===== src/rtl/opasm_pkg.sv =====
// Shared types and constants for the BCD operand assembler.
package opasm_pkg;

  localparam int DIGIT_W = 4;
  localparam logic [DIGIT_W-1:0] BCD_MAX = 4'd9;

  typedef enum logic [1:0] {
    ENTRY   = 2'd0,
    CONVERT = 2'd1,
    VALID   = 2'd2
  } state_t;

endpackage


===== src/rtl/bcd_to_bin_seq.sv =====
// Sequential BCD-to-binary converter: one multiply-by-ten accumulate per cycle,
// walking the digits from the most significant index down to zero.
module bcd_to_bin_seq
  import opasm_pkg::*;
#(
  parameter int NDIGITS = 4,
  parameter int OUT_W   = 14,
  parameter int IDX_W   = (NDIGITS > 1) ? $clog2(NDIGITS) : 1
) (
  input  logic               clk,
  input  logic               reset,
  input  logic               start,
  input  logic               abort,
  input  logic [DIGIT_W-1:0] digit,
  output logic [IDX_W-1:0]   digit_idx,
  output logic               done,
  output logic [OUT_W-1:0]   result
);

  localparam logic [IDX_W-1:0] MSD_IDX = IDX_W'(NDIGITS - 1);

  logic             running;
  logic [IDX_W-1:0] idx_q;
  logic [OUT_W-1:0] acc_q;
  logic [OUT_W-1:0] acc_nxt;

  // x10 as x8 + x2; the sum wraps at OUT_W bits.
  assign acc_nxt   = (acc_q << 3) + (acc_q << 1) + OUT_W'(digit);
  assign done      = running && (idx_q == '0);
  assign result    = acc_nxt;
  assign digit_idx = idx_q;

  // NOTE: registers use non-blocking assignments so every flop samples the
  // pre-edge values, independent of statement order.
  always_ff @(posedge clk or posedge reset) begin
    if (reset) begin
      running <= 1'b0;
      idx_q   <= '0;
      acc_q   <= '0;
    end else if (abort) begin
      running <= 1'b0;
    end else if (start) begin
      running <= 1'b1;
      idx_q   <= MSD_IDX;
      acc_q   <= '0;
    end else if (running) begin
      acc_q <= acc_nxt;
      if (idx_q == '0) running <= 1'b0;
      else             idx_q   <= idx_q - IDX_W'(1);
    end
  end

endmodule


===== src/rtl/operand_assembler.sv =====
// Collects BCD digits from a keypad strobe, converts them to binary and offers
// the result on a valid/ready handshake. Define OPASM_SIGN_EN for a sign flag.
module operand_assembler
  import opasm_pkg::*;
#(
  parameter int NDIGITS = 4,
  parameter int OUT_W   = 14
) (
  input  logic                         clk,
  input  logic                         reset,
  input  logic [DIGIT_W-1:0]           digit_in,
  input  logic                         commit_pulse,
  input  logic                         enter_pulse,
  input  logic                         clear_pulse,
  output logic [DIGIT_W*NDIGITS-1:0]   bcd_out,
  output logic [$clog2(NDIGITS+1)-1:0] ndig,
  output logic                         full,
  output logic                         busy,
  output logic                         op_valid,
  input  logic                         op_ready,
`ifdef OPASM_SIGN_EN
  input  logic                         sign_pulse,
  output logic                         op_neg,
`endif
  output logic [OUT_W-1:0]             op_value
);

  localparam int NDIG_W = $clog2(NDIGITS + 1);
  localparam int IDX_W  = (NDIGITS > 1) ? $clog2(NDIGITS) : 1;
  localparam int BCD_W  = DIGIT_W * NDIGITS;

  state_t state, state_nxt;

  logic [BCD_W-1:0]   bcd_q;
  logic [NDIG_W-1:0]  ndig_q;
  logic [OUT_W-1:0]   op_value_q;
  logic               is_full;
  logic               handshake;
  logic               commit_ok;
  logic               conv_start;
  logic               conv_done;
  logic [IDX_W-1:0]   conv_idx;
  logic [DIGIT_W-1:0] conv_digit;
  logic [OUT_W-1:0]   conv_result;

  assign is_full    = (ndig_q == NDIG_W'(NDIGITS));
  assign handshake  = (state == VALID) && op_ready;
  assign conv_start = (state == ENTRY) && enter_pulse && !clear_pulse;

  // Strobe priority is clear > enter > commit; a leading zero is not a digit.
  assign commit_ok = (state == ENTRY) && commit_pulse && !clear_pulse && !enter_pulse
                  && (digit_in <= BCD_MAX) && !is_full
                  && !((digit_in == '0) && (ndig_q == '0));

  always_ff @(posedge clk or posedge reset) begin
    if (reset) state <= ENTRY;
    else       state <= state_nxt;
  end

  // NOTE: every always_comb output gets a default first, so no path can
  // leave it unassigned and infer a latch.
  always_comb begin
    state_nxt = state;
    if (clear_pulse) begin
      state_nxt = ENTRY;
    end else begin
      case (state)
        ENTRY:   if (enter_pulse) state_nxt = CONVERT;
        CONVERT: if (conv_done)   state_nxt = VALID;
        VALID:   if (op_ready)    state_nxt = ENTRY;
        default:                  state_nxt = ENTRY;
      endcase
    end
  end

  always_comb begin
    op_valid = (state == VALID);
    busy     = (state == CONVERT) || (state == VALID);
  end

  always_ff @(posedge clk or posedge reset) begin
    if (reset) begin
      bcd_q  <= '0;
      ndig_q <= '0;
    end else if (clear_pulse || handshake) begin
      bcd_q  <= '0;
      ndig_q <= '0;
    end else if (commit_ok) begin
      bcd_q  <= (bcd_q << DIGIT_W) | BCD_W'(digit_in);
      ndig_q <= ndig_q + NDIG_W'(1);
    end
  end

  // op_value only changes when a conversion completes, so it survives the handshake.
  always_ff @(posedge clk or posedge reset) begin
    if (reset)                                                   op_value_q <= '0;
    else if ((state == CONVERT) && conv_done && !clear_pulse)    op_value_q <= conv_result;
  end

  always_comb begin
    conv_digit = '0;
    for (int i = 0; i < NDIGITS; i++)
      if (conv_idx == IDX_W'(i)) conv_digit = bcd_q[i*DIGIT_W +: DIGIT_W];
  end

  bcd_to_bin_seq #(
    .NDIGITS (NDIGITS),
    .OUT_W   (OUT_W),
    .IDX_W   (IDX_W)
  ) u_conv (
    .clk       (clk),
    .reset     (reset),
    .start     (conv_start),
    .abort     (clear_pulse),
    .digit     (conv_digit),
    .digit_idx (conv_idx),
    .done      (conv_done),
    .result    (conv_result)
  );

  assign bcd_out  = bcd_q;
  assign ndig     = ndig_q;
  assign full     = is_full;
  assign op_value = op_value_q;

`ifdef OPASM_SIGN_EN
  logic sign_q;

  always_ff @(posedge clk or posedge reset) begin
    if (reset)                                  sign_q <= 1'b0;
    else if (clear_pulse || handshake)          sign_q <= 1'b0;
    else if ((state == ENTRY) && sign_pulse)    sign_q <= ~sign_q;
  end

  assign op_neg = sign_q;
`endif

endmodule


===== config.mk =====
export PLATFORM = sky130hd
export DESIGN_NAME = operand_assembler
export DESIGN_NICKNAME = d
export VERILOG_FILES = /design/src/rtl/opasm_pkg.sv /design/src/rtl/bcd_to_bin_seq.sv /design/src/rtl/operand_assembler.sv
export SDC_FILE = /design/constraint.sdc
export NUM_CORES = 1
export LEC_CHECK = 0
export ABC_AREA = 0
export CORE_AREA = 2 2 94 87
export CTS_CLUSTER_DIAMETER = 30
export DETAILED_ROUTE_END_ITERATION = 8
export DIE_AREA = 0 0 96 89
export GPL_TIMING_DRIVEN = 0
export PLACE_DENSITY = 0.67
export SYNTH_ARGS = -nofsm -noshare
export SYNTH_HDL_FRONTEND = slang
export SYNTH_SLANG_ARGS = --single-unit

===== constraint.sdc =====
create_clock -name clk -period 5.16 [get_ports clk]
set_clock_uncertainty 0.05 [all_clocks]
set_input_delay 1.29 -clock clk [delete_from_list [all_inputs] [get_ports clk]]
set_output_delay 1.29 -clock clk [all_outputs]
set_load 0.01 [all_outputs]

==> out/results.ini <==
[placement]
dpl_cell_area_um2 = 3560
place.gp.congestion = 0.922
pre_cts_slack_ps = 1410
place.detailed.hpwl_um = 4990
port_buffers = 45

[cts]
postCtsHoldBufs = 0
cts_buffers = 5
root_buffer = clkbuf_8
insertion_delay_ps = 310
ctsResizeCount = 0
ctsLongestPathBuffers = 2
clock_sinks = 51
tritoncts = done
post_cts_buffers = 0
h-tree-depth = 2
clkTransAtPathRegs_ps = 90

[global_routing]
grt.overflow.total = 0
grt_pass1_wl_um = 11400
grt_pass1_vias = 2365
grt_antenna_before_repair = 0
grt_max_degree = 38
track_usage_pct = 17.3

[synth]
ys.flop_type = dfrtp_1
syn_inst = 298
ys_ff_latch = 51
syn_area_um2 = 2970
synth_edf_count = 0
async_flop_share_pct = 100
yosysUniqueCellTypes = 39
yosysSeqAreaShare_pct = 42.9
synth_nets = 342
yosys_warnings = 0
avgSynthCellArea_um2 = 9.98

[pwr]
power_density_nw_per_um2 = 289
leakagePower_nw = 1.81
ir_drop_mv = 0.126

[detailed_routing]
vias = 2318
wirelength_um = 6610
vias_per_cell = 5.17
ant_nets = 0
wl_per_cell_um = 14.7
drc = 0
first_pass_iters = 4
drt-initial-drc-count = 93

[setup_path]
crit_chain = inv_1, ha_1, nor2b_1, a22oi_1, nor2_1, a21oi_1, o21ai_0, fa_1, ha_1, a21oi_1, nor2b_1, a31oi_1, o31ai_1, xor2_1, mux2_2
critPathSlowestCell = fa_1
worst-endpoint-arrival_ps = 3960
critical_path.max_fanout = 7
critical_path.endpoint_type = flop
r2r_end = op_value[11]
worstPathRequired_ps = 5310
slowest_delay_ps = 480
reg2reg_depth = 15
crit_type = flop to flop
r2r_start = u_conv.digit_idx[0]
r2r_slack_ps = 1350
start_kind = flop

[sta]
finalMaxSlewViolations = 0
fin_crit_sh_pct = 73.9
tightest_slew_ps = 751
setup_tns_ps = 0
worst_slack_ps = 1350
rsz0062_at_grt = false
final-setup-viol-count = 0
hold_violations = 0
min_period_ps = 3810
maxSlewHeadroom_pct = 49.7
max_freq_mhz = 262

[outcome]
status = finished, final reports clean

[worst_hold_path]
min_to = op_value[4]
hold_start = op_value[4]
timing.hold.worst.class = flop to flop
holdPathStages = 2

[die]
dieArea_um2 = 8540
rows = 30
num_io_pins = 46
die_y_um = 89
initial_core_util_pct = 39.8
core_area_um2 = 7470
die_x_um = 96

[final_layout]
diodes = 0
layout_common_cells = dfrtp_1, clkdlybuf4s50_1, nand2_1
final_util_pct = 49.3
final_nets = 395
drive_above_1_share_pct = 6.82
final_common_cell = dfrtp_1
syn2layout_area_growth_pct = 23.8
fin_area_um2 = 3680

[job]
cap_violations = 0

[cell type report]
| type | instances | area [um^2] |
|---|---|---|
| well taps | 96 | 120 |
| inverters | 12 | 45.0 |
| flip-flops and latches | 51 | 1280 |
| plain buffers | 10 | 63.8 |
| clock buffers | 6 | 82.6 |
| repair buffers | 46 | 470 |
| clock inverters | 2 | 35.0 |
| fillers | 698 | 3790 |
| multi-input cells | 225 | 1590 |
[flip-flops by register name, summed over array words and instances, names as in the netlist]
signal            cells
bcd_out              16
op_value             14
u_conv.acc_q         13
ndig                  3
state                 2
u_conv.digit_idx      2
u_conv.running        1
[synthesized netlist by cell type, types with 3 or more instances]
cell / instances / area, um^2
a21o_1: 3 / 22.5
a21oi_1: 24 / 120
clkbuf_1: 5 / 18.8
dfrtp_1: 51 / 1280
ha_1: 32 / 400
inv_1: 12 / 45.0
mux2_2: 7 / 78.8
mux2i_1: 16 / 160
nand2_1: 35 / 131
nand2b_1: 4 / 25.0
nand3_1: 7 / 35.0
nor2_1: 31 / 116
nor2b_1: 7 / 43.8
o21a_1: 3 / 22.5
o21ai_0: 17 / 85.1
xnor2_1: 9 / 78.8
xor2_1: 6 / 52.6
[worst max-delay path by stage]
stage                        start           end  slack [ps]  cells after the start
2_1_floorplan  u_conv.digit_idx[0]  op_value[10]        1860                     16
3_3_place_gp   u_conv.digit_idx[0]  op_value[11]        1470                     15
3_5_place_dp   u_conv.digit_idx[0]  op_value[11]        1410                     15
5_1_grt        u_conv.digit_idx[0]  op_value[11]        1110                     15
6_report       u_conv.digit_idx[0]  op_value[11]        1350                     15
4_1_cts        u_conv.digit_idx[0]  op_value[11]        1400                     15
[kinds of logic (layout without fill, tap and decap cells)]
| group | Yosys count | count (layout) | share of synthesized area, % |
|---|---|---|---|
| adder cells (fa/ha/maj) | 34 | 34 | 14.8 |
| AND/OR/NAND/NOR | 91 | 91 | 13.6 |
| buffers and inverters | 22 | 76 | 3.66 |
| multiplexers | 23 | 23 | 8.04 |
| XOR/XNOR | 15 | 15 | 4.42 |
| AO/OA/AOI/OAI | 62 | 62 | 12.5 |
| flip-flops | 51 | 51 | 42.9 |
[worst max-delay path: cells and delay by family (launching register included)]
family | cells | cell delay, ps
AOI/OAI and AO/OA | 6 | 1180
adders and majority gates | 3 | 1050
and+or+nand+nor | 3 | 440
DFF | 1 | 430
muxes | 1 | 280
xor gates and xnor gates | 1 | 190
buffers and inverters | 1 | 100
[metrics by stage]
stage | hold slack (ps) | cells | power (mW)
2_1_floorplan | 427 | 298 | 0.682
3_3_place_gp | 417 | 439 | 0.767
3_5_place_dp | 425 | 440 | 0.779
4_1_cts | 448 | 448 | 1.07
5_1_grt | 474 | 448 | 1.14
6_report | 436 | 448 | 1.06
[metal layers]
metal / share of wire, % / routed length, um / GRT usage, % / vias up
met3: 4.1 / 271 / 3.20 / 15
met4: 2.9 / 194 / 8.57 / 0
met2: 45 / 2990 / 26.6 / 62
met1: 48 / 3150 / 23.5 / 1109
met5: 0 / 0 / 0 / -
li1: - / - / - / 1132
[report_power, final]
group | total (mW) | switching (mW) | internal [mW]
sequential | 0.465 | 0.0316 | 0.433
combinational | 0.307 | 0.178 | 0.129
clock | 0.290 | 0.133 | 0.157
(Power assumes the default switching activity.)
